### config.mk
export PLATFORM = sky130hd
export DESIGN_NAME = rom_access_ctrl
export DESIGN_NICKNAME = d
export VERILOG_FILES = /design/src/rtl/rom_access_ctrl.sv
export SDC_FILE = /design/constraint.sdc
export NUM_CORES = 1
export LEC_CHECK = 0
export ABC_AREA = 1
export BUFFER_PORTS_ARGS = -buffer_cell sky130_fd_sc_hd__buf_2
export CAP_MARGIN = 30
export CORE_ASPECT_RATIO = 1.25
export CORE_MARGIN = 2
export CORE_UTILIZATION = 55
export CTS_CLUSTER_DIAMETER = 100
export CTS_CLUSTER_SIZE = 40
export DETAILED_ROUTE_END_ITERATION = 7
export GPL_ROUTABILITY_DRIVEN = 1
export PLACE_DENSITY = 0.82
export SETUP_SLACK_MARGIN = 0.2
export SKIP_LAST_GASP = 1
export SLEW_MARGIN = 20
export SYNTH_ARGS = -nofsm -noshare
export SYNTH_HDL_FRONTEND = slang
export SYNTH_SLANG_ARGS = --single-unit
### constraint.sdc
create_clock -name clk -period 6.7 [get_ports clk]
set_input_delay 0.67 -clock clk [delete_from_list [all_inputs] [get_ports clk]]
set_output_delay 0.67 -clock clk [all_outputs]
set_load 0.05 [all_outputs]
### src/rtl/rom_access_ctrl.sv
// rtl/rom_access_ctrl.sv - ROM access arbiter between CPU instruction fetch and buffered JTAG writes
// Halts the CPU, drains the JTAG write buffer into ROM in order, then releases after an idle window.
module rom_access_ctrl #(
  parameter int DW           = 32,
  parameter int AW           = 32,
  parameter int FIFO_DEPTH   = 4,
  parameter int IDLE_RELEASE = 16
) (
  input  logic          clk,
  input  logic          rst,
  input  logic          jtag_wen,
  input  logic [AW-1:0] jtag_w_addr,
  input  logic [DW-1:0] jtag_w_data,
  input  logic          ext_halt,
  input  logic [AW-1:0] cpu_fetch_addr,
  input  logic          cpu_halt_ack,
  output logic          cpu_halt_req,
  output logic          cpu_inst_valid,
  output logic          rom_ren,
  output logic [AW-1:0] rom_r_addr,
  output logic          rom_wen,
  output logic [AW-1:0] rom_w_addr,
  output logic [DW-1:0] rom_w_data,
  output logic          fifo_full,
  output logic [7:0]    drop_cnt,
  output logic          busy
);

  localparam int PW = (FIFO_DEPTH > 1) ? $clog2(FIFO_DEPTH) : 1;
  localparam int IW = $clog2(IDLE_RELEASE + 1);
  localparam logic [PW:0]   LP_DEPTH    = (PW + 1)'(FIFO_DEPTH);
  localparam logic [IW-1:0] LP_IDLE_MAX = IW'(IDLE_RELEASE - 1);

  typedef enum logic [2:0] {
    S_RUN,
    S_HALT_REQ,
    S_WRITE,
    S_WAIT,
    S_RELEASE
  } state_t;

  state_t        r_state;
  state_t        w_next;
  logic [AW-1:0] r_mem_addr [FIFO_DEPTH];
  logic [DW-1:0] r_mem_data [FIFO_DEPTH];
  logic [PW-1:0] r_wr_ptr;
  logic [PW-1:0] r_rd_ptr;
  logic [PW:0]   r_count;
  logic [IW-1:0] r_idle;
  logic [7:0]    r_drop;
  logic          r_inst_valid;
  logic          w_empty;
  logic          w_full;
  logic          w_pop;
  logic          w_push;
  logic          w_drop;

  assign w_empty = (r_count == '0);
  assign w_full  = (r_count == LP_DEPTH);
  assign w_pop   = (r_state == S_WRITE) && !w_empty;
  // A full buffer still accepts a write when the head leaves in the same cycle.
  assign w_push  = jtag_wen && (!w_full || w_pop);
  assign w_drop  = jtag_wen && w_full && !w_pop;

  always_ff @(posedge clk) begin
    if (!rst && w_push) begin
      r_mem_addr[r_wr_ptr] <= jtag_w_addr;
      r_mem_data[r_wr_ptr] <= jtag_w_data;
    end
  end

  always_ff @(posedge clk) begin
    if (rst) begin
      r_state      <= S_RUN;
      r_wr_ptr     <= '0;
      r_rd_ptr     <= '0;
      r_count      <= '0;
      r_idle       <= '0;
      r_drop       <= '0;
      r_inst_valid <= 1'b0;
    end else begin
      r_state      <= w_next;
      r_inst_valid <= (r_state == S_RUN);
      if (w_push) r_wr_ptr <= r_wr_ptr + PW'(1);
      if (w_pop)  r_rd_ptr <= r_rd_ptr + PW'(1);
      if (w_push && !w_pop)      r_count <= r_count + (PW + 1)'(1);
      else if (w_pop && !w_push) r_count <= r_count - (PW + 1)'(1);
      if (w_drop && (r_drop != 8'hFF)) r_drop <= r_drop + 8'd1;
      // Idle counter only runs in WAIT and saturates there while ext_halt holds us.
      if ((r_state == S_WAIT) && w_empty) begin
        if (r_idle != LP_IDLE_MAX) r_idle <= r_idle + IW'(1);
      end else begin
        r_idle <= '0;
      end
    end
  end

  always_comb begin
    w_next       = r_state;
    cpu_halt_req = 1'b0;
    rom_ren      = 1'b0;
    case (r_state)
      S_RUN: begin
        rom_ren = 1'b1;
        if (!w_empty || ext_halt) w_next = S_HALT_REQ;
      end
      S_HALT_REQ: begin
        cpu_halt_req = 1'b1;
        if (cpu_halt_ack) w_next = S_WRITE;
      end
      S_WRITE: begin
        cpu_halt_req = 1'b1;
        if (w_empty) w_next = S_WAIT;
      end
      S_WAIT: begin
        cpu_halt_req = 1'b1;
        if (!w_empty) w_next = S_WRITE;
        else if ((r_idle == LP_IDLE_MAX) && !ext_halt) w_next = S_RELEASE;
      end
      S_RELEASE: begin
        if (!w_empty || ext_halt) w_next = S_HALT_REQ;
        else if (!cpu_halt_ack)   w_next = S_RUN;
      end
      default: w_next = S_RUN;
    endcase
  end

  assign rom_r_addr     = cpu_fetch_addr;
  assign rom_wen        = w_pop;
  assign rom_w_addr     = r_mem_addr[r_rd_ptr];
  assign rom_w_data     = r_mem_data[r_rd_ptr];
  assign cpu_inst_valid = r_inst_valid;
  assign fifo_full      = w_full;
  assign drop_cnt       = r_drop;
  assign busy           = (r_state != S_RUN);

endmodule

### Word level (Yosys, flattened, before mapping)

Memories as Yosys holds them, arrays and structs flattened. A register that Yosys moved wholly into a read port is not among the register bits.
Index checks and enable logic that the tools add are counted.

* memories kept: 2
* logic and storage cells: 72
* bits in registers: 24
* bits in writable memories: 256

* bitwise logic cells: 1
* multiplexer cells: 18
* reduce and logical (&&, ||, !) cells: 25
* eq/ne operators: 13
* $add $sub $neg: 6

Memory list
* r_mem_addr: depth 4, bits a word 32, read ports 1, clocked after memory_dff 1, write ports 1, RTL line 44 `logic [AW-1:0] r_mem_addr [FIFO_DEPTH];`
* r_mem_data: depth 4, bits a word 32, read ports 1, clocked after memory_dff 1, write ports 1, RTL line 45 `logic [DW-1:0] r_mem_data [FIFO_DEPTH];`

Operator list (number)
* $mux W3: 9
* $pmux W3 S5: 1
* $logic_and A1 B1 Y1: 10
* $add A8 B1 Y8 const B: 1
* $mux W2: 4
* $ne A8 B8 Y1 const B: 1
* $eq A3 B2 Y1 const B: 2
* $eq A3 B3 Y1 const B: 2
* $logic_not A1 Y1: 6
* $logic_not A3 Y1: 2
* $add A5 B1 Y5 const B: 1
* $eq A5 B4 Y1 const B: 1
* $ne A5 B4 Y1 const B: 1
* $reduce_and A5 Y1: 1
* $add A2 B1 Y2 const B: 2
* $mux W1: 4
* $ne A2 B2 Y1 const B: 2
* $add A3 B1 Y3 const B: 1
* $eq A3 B1 Y1 const B: 1
* $ne A3 B2 Y1 const B: 1
* $ne A3 B3 Y1 const B: 1
* $reduce_bool A3 Y1: 1
* $reduce_or A3 Y1: 1
* $sub A3 B1 Y3 const B: 1
* 5 further kinds: 6

### Depth between registers and ports, before layout

* depth in word-level cells: 9
* gate-level depth with buffers: 13
* gate-level depth less buffers: 13

### Least setup slack after synthesis

OpenSTA, ideal clock, no wires.

* path type: input -> register
* start: in jtag_wen
* end: mem r_mem_addr[0][0] (enable)
* stages: 4
* buffers on the path: 0
* data arrival time: 3.568 ns
* setup time: 0.486 ns
* slack: 2.646 ns
* path through: o21ai_2 > inv_1 > nand2_1 > nor2_1

* longest elaborated chain between the ends: 4

Ends and longest elaborated chain
* start: declaration: RTL line 11 `input logic jtag_wen,`
* $logic_and A1 B1 Y1: RTL line 62 `assign w_push = jtag_wen && (!w_full || w_pop);`
* $logic_and A1 B1 Y1: RTL line 66 `if (!rst && w_push) begin`
* $mux W1: RTL line 66
* $mux W1 (not written as such): RTL line 67 `r_mem_addr[r_wr_ptr] <= jtag_w_addr;`
* end: declaration: RTL line 44

Every way passes these cells.

==> summary.md <==
| Metric | Value |
|---|---|
| Status | `completed` |
| Pre-CTS setup slack | `around 3.4 ns` |
| DRC violations left | `0` |
| Mapped Area | `11,000 um^2` |
| Setup CP Type | `flop to output pin` |
| Max IR drop VDD | `between 0.0004 and 0.0005 V` |
| Final Cell Area | `~12,000 um^2` |
| Logic pwr share | `0.298` |
| Yosys Warn Count | `0` |
| Hold Violations, Final | `0` |
| Tot GR Track Use | `0.205` |
| Clock share of power | `0.195` |
| RSZ-0062 raised after global routing | `no` |
| Area delta synth->final | `9.93%` |
| Max Cap Viol | `0` |
| Cts hold-fix bufs | `0` |
| Root buffer selected by CTS | `clkbuf_16` |
| Placed cell area | `roughly 12,000 um^2` |
| First-pass GRT wire length | `33.6 mm` |
| Hold Path Sink | `r_mem_addr[2][8]` |
| Die Span X | `roughly 130 um` |
| Worst path slowest cell | `buf_4` |
| Final clock skew | `around 0.057 ns` |
| Period Utilization, post-route | `0.508` |
| Async SR Flop Fraction | `0` |
| Top-count cell post-synth | `edfxtp_1` |
| Top-area cell type share of the netlist area | `0.696` |
| Fin nets | `between 1,000 and 1,500` |
| H-tree Lvls | `1` |
| Crit Path Max Fanout | `82` |
| Wire length per cell | `~18 um` |
| Die area | `approximately 21,000 um^2` |
| Area leader, netlist | `edfxtp_1` |
| Cell family with most CP delay | `buffers and inverters` |
| Switching Share | `0.366` |
| Largest cells by area after synthesis | `edfxtp_1, o21ai_0, nor2_1` |
| Drt initial violations | `around 600` |
| I/O pins | `around 210` |
| Synth cell types | `27` |
| Post-CTS Setup Bufs | `0` |
| Worst-Skew Late Latency | `a little under 0.5 ns` |
| R2r setup slk | `about 3.8 ns` |
| Global placement routability congestion | `around 0.77` |
| Worst R2R Start | `r_state[0]` |
| Crit-path cells | `buf_4 -> o21ai_0 -> o22ai_1 -> buf_2` |
| CTS tree | `done` |
| Ratio of cells with drive above 1 in the final layout | `0.196` |
| Fmax | `a little under 300 MHz` |
| Total power density per cell area | `approximately 340 nW/um^2` |
| Syn nets | `roughly 970` |
| Post-synth top flop | `edfxtp_1` |
| Clock-pin slew on the worst setup and hold paths | `approximately 0.14 ns` |
| FP Rows | `57` |
| Final ANT Viol Nets | `0` |
| Cells after synthesis | `between 800 and 900` |
| Vias/cell | `5.57` |
| Leak | `between 4 and 5 nW` |
| Placeable Area | `19,500 um^2` |
| Clk buf depth | `3` |
| Final Max Slew Viols | `0` |
| Worst-margin pin slew | `0.798 ns` |
| Syn Area/Cell | `between 10 and 15 um^2` |
| Hold Crit Start | `jtag_w_addr[8]` |
| Number of synthesized flops with an enable pin | `roughly 260` |
| Post-synth top cells | `edfxtp_1, nor2_1, o21ai_0` |
| Final setup fails | `0` |
| Die Y | `162 um` |
| Clock Sinks | `about 280` |
| Largest net degree at the start of global routing | `around 110` |
| Final core occ | `0.621` |
| Final WL | `approximately 22 mm` |
| Reg2Reg Depth | `8` |
| Setup WS post-layout | `3.30 ns` |
| Seq/Total Area, Yosys | `0.744` |
| Worst Path Buf+Inv | `2` |
| Drt first pass iters | `5` |
| CP Launch Type | `flop` |
| Synthesized flop and latch total | `about 280` |
| Critical Path Sink Type | `output pin` |
| Slowest stage delay, CP | `just over 0.7 ns` |
| Via count | `a little under 7,000` |
| Worst Hold Depth | `1` |
| Port Buffers | `between 100 and 150` |
| Total gr overflow | `0` |
| Crit path DAT | `2.73 ns` |
| Post-DP HPWL | `13.4 mm` |
| Pint | `roughly 2.7 mW` |
| Worst EP required | `6.03 ns` |
| Max-slew headroom | `0.467` |
| Vias in the first global route | `6,612` |
| Final min period | `between 3 and 4 ns` |
| Seq pwr share | `0.507` |
| Net Sw Power | `roughly 1.5 mW` |
| Setup_tns | `0 ns` |
| Initial antenna violation count | `2` |
| Hold Crit Class | `input port to flop` |
| Initial core utilization | `0.565` |
| CTS buffer count | `11` |
| Filler Cell Count | `between 1,500 and 2,000` |
| R2r endpoint | `r_mem_addr[3][12]` |
| Post-CTS sizing | `0` |
sequential cells by signal, summed over array words and instances (netlist names), named ones only:
signal          flops
cpu_inst_valid      1
drop_cnt            8
r_count             3
r_idle              5
r_mem_addr        128
r_mem_data        128
r_rd_ptr            2
r_state             3
r_wr_ptr            2
worst max path at each step:
stage | endpoint | cells after the start
floorplan | r_mem_addr[0][0] | 4
global placement | r_mem_data[0][10] | 5
detailed placement | r_mem_data[0][10] | 5
CTS | rom_w_addr[13] | 5
global route | rom_w_addr[13] | 4
finish | rom_w_addr[13] | 4
area by class of cell:
class / instances / area (um^2) / share of cell area
Clock buffer: 16 / 304 / 0.0251
Tap cell: 265 / 332 / 0.0273
Timing Repair Buffer: 155 / 831 / 0.0685
Multi-Input combinational cell: 461 / 2280 / 0.188
Sequential cell: 282 / 8210 / 0.677
Antenna cell: 1 / 2.50 / 0.000206
Inverter: 38 / 145 / 0.0120
Clock inverter: 1 / 30.0 / 0.00247
metrics by stage:
stage / power (mW) / hold slack, ns / instances
global placement: 3.37 / 0.447 / 1199
detailed placement: 3.40 / 0.460 / 1200
finish: 4.18 / 0.378 / 1219
global route: 4.36 / 0.364 / 1219
CTS: 4.20 / 0.366 / 1217
floorplan: 3.15 / 0.439 / 856
cells by family (layout without fill, tap and decap cells):
group / after synthesis / count (layout) / synth area share
buf+inv: 113 / 210 / 0.0528
xor+xnor: 3 / 3 / 0.00238
simple gates: 227 / 227 / 0.0817
other cells: 0 / 1 / 0
compound gates: 222 / 222 / 0.109
fa+ha+maj: 9 / 9 / 0.0109
flops: 282 / 282 / 0.744
worst register-to-register path: stages (launching register included):
cell and delay (ns):
dfxtp_1 0.38, inv_2 0.09, nand3_2 0.15, inv_1 0.13, o21ai_2 0.09, inv_1 0.08, nand2_1 0.23, nor2_4 0.68
buf_4 0.63
power groups by stage:
stage / registers, mW / logic (mW) / clock network [mW]
final: 2.12 / 1.25 / 0.816
after detailed placement: 2.16 / 1.24 / 0
after floorplan: 2.15 / 0.993 / 0
after global routing: 2.13 / 1.33 / 0.902
after CTS: 2.12 / 1.24 / 0.834
after global placement: 2.15 / 1.22 / 0
metal layers:
layer / GRT usage / part of all wire
met2: 0.363 / 0.51
met4: 0.0909 / 0.039
met5: 0 / 0.00059
met3: 0.0319 / 0.063
met1: 0.246 / 0.38
layout by cell type, fill, tap and decap left out:
cell / count
edfxtp_1: 256
nor2_1: 156
buf_2: 146
o21ai_0: 137
o22ai_1: 64
nand2_1: 43
inv_1: 33
dfxtp_1: 24
a21oi_1: 17
nand3_1: 12
clkbuf_16: 11
ha_1: 8
buf_4: 7
nor2_4: 4
nand4_1: 4
clkbuf_1: 4
inv_2: 3
nor2_2: 3
xor2_1: 3
nand3_2: 2
clkinv_2: 2
nor3_1: 2
o21ai_1: 2
diode_2: 1
nand2_2: 1
o21ai_2: 1
a21oi_2: 1
fa_1: 1
dfxtp_4: 1
dfxtp_2: 1
clkbuf_8: 1
clkinv_16: 1
buf_16: 1
buf_12: 1
Power figures use the tool's default switching activity.
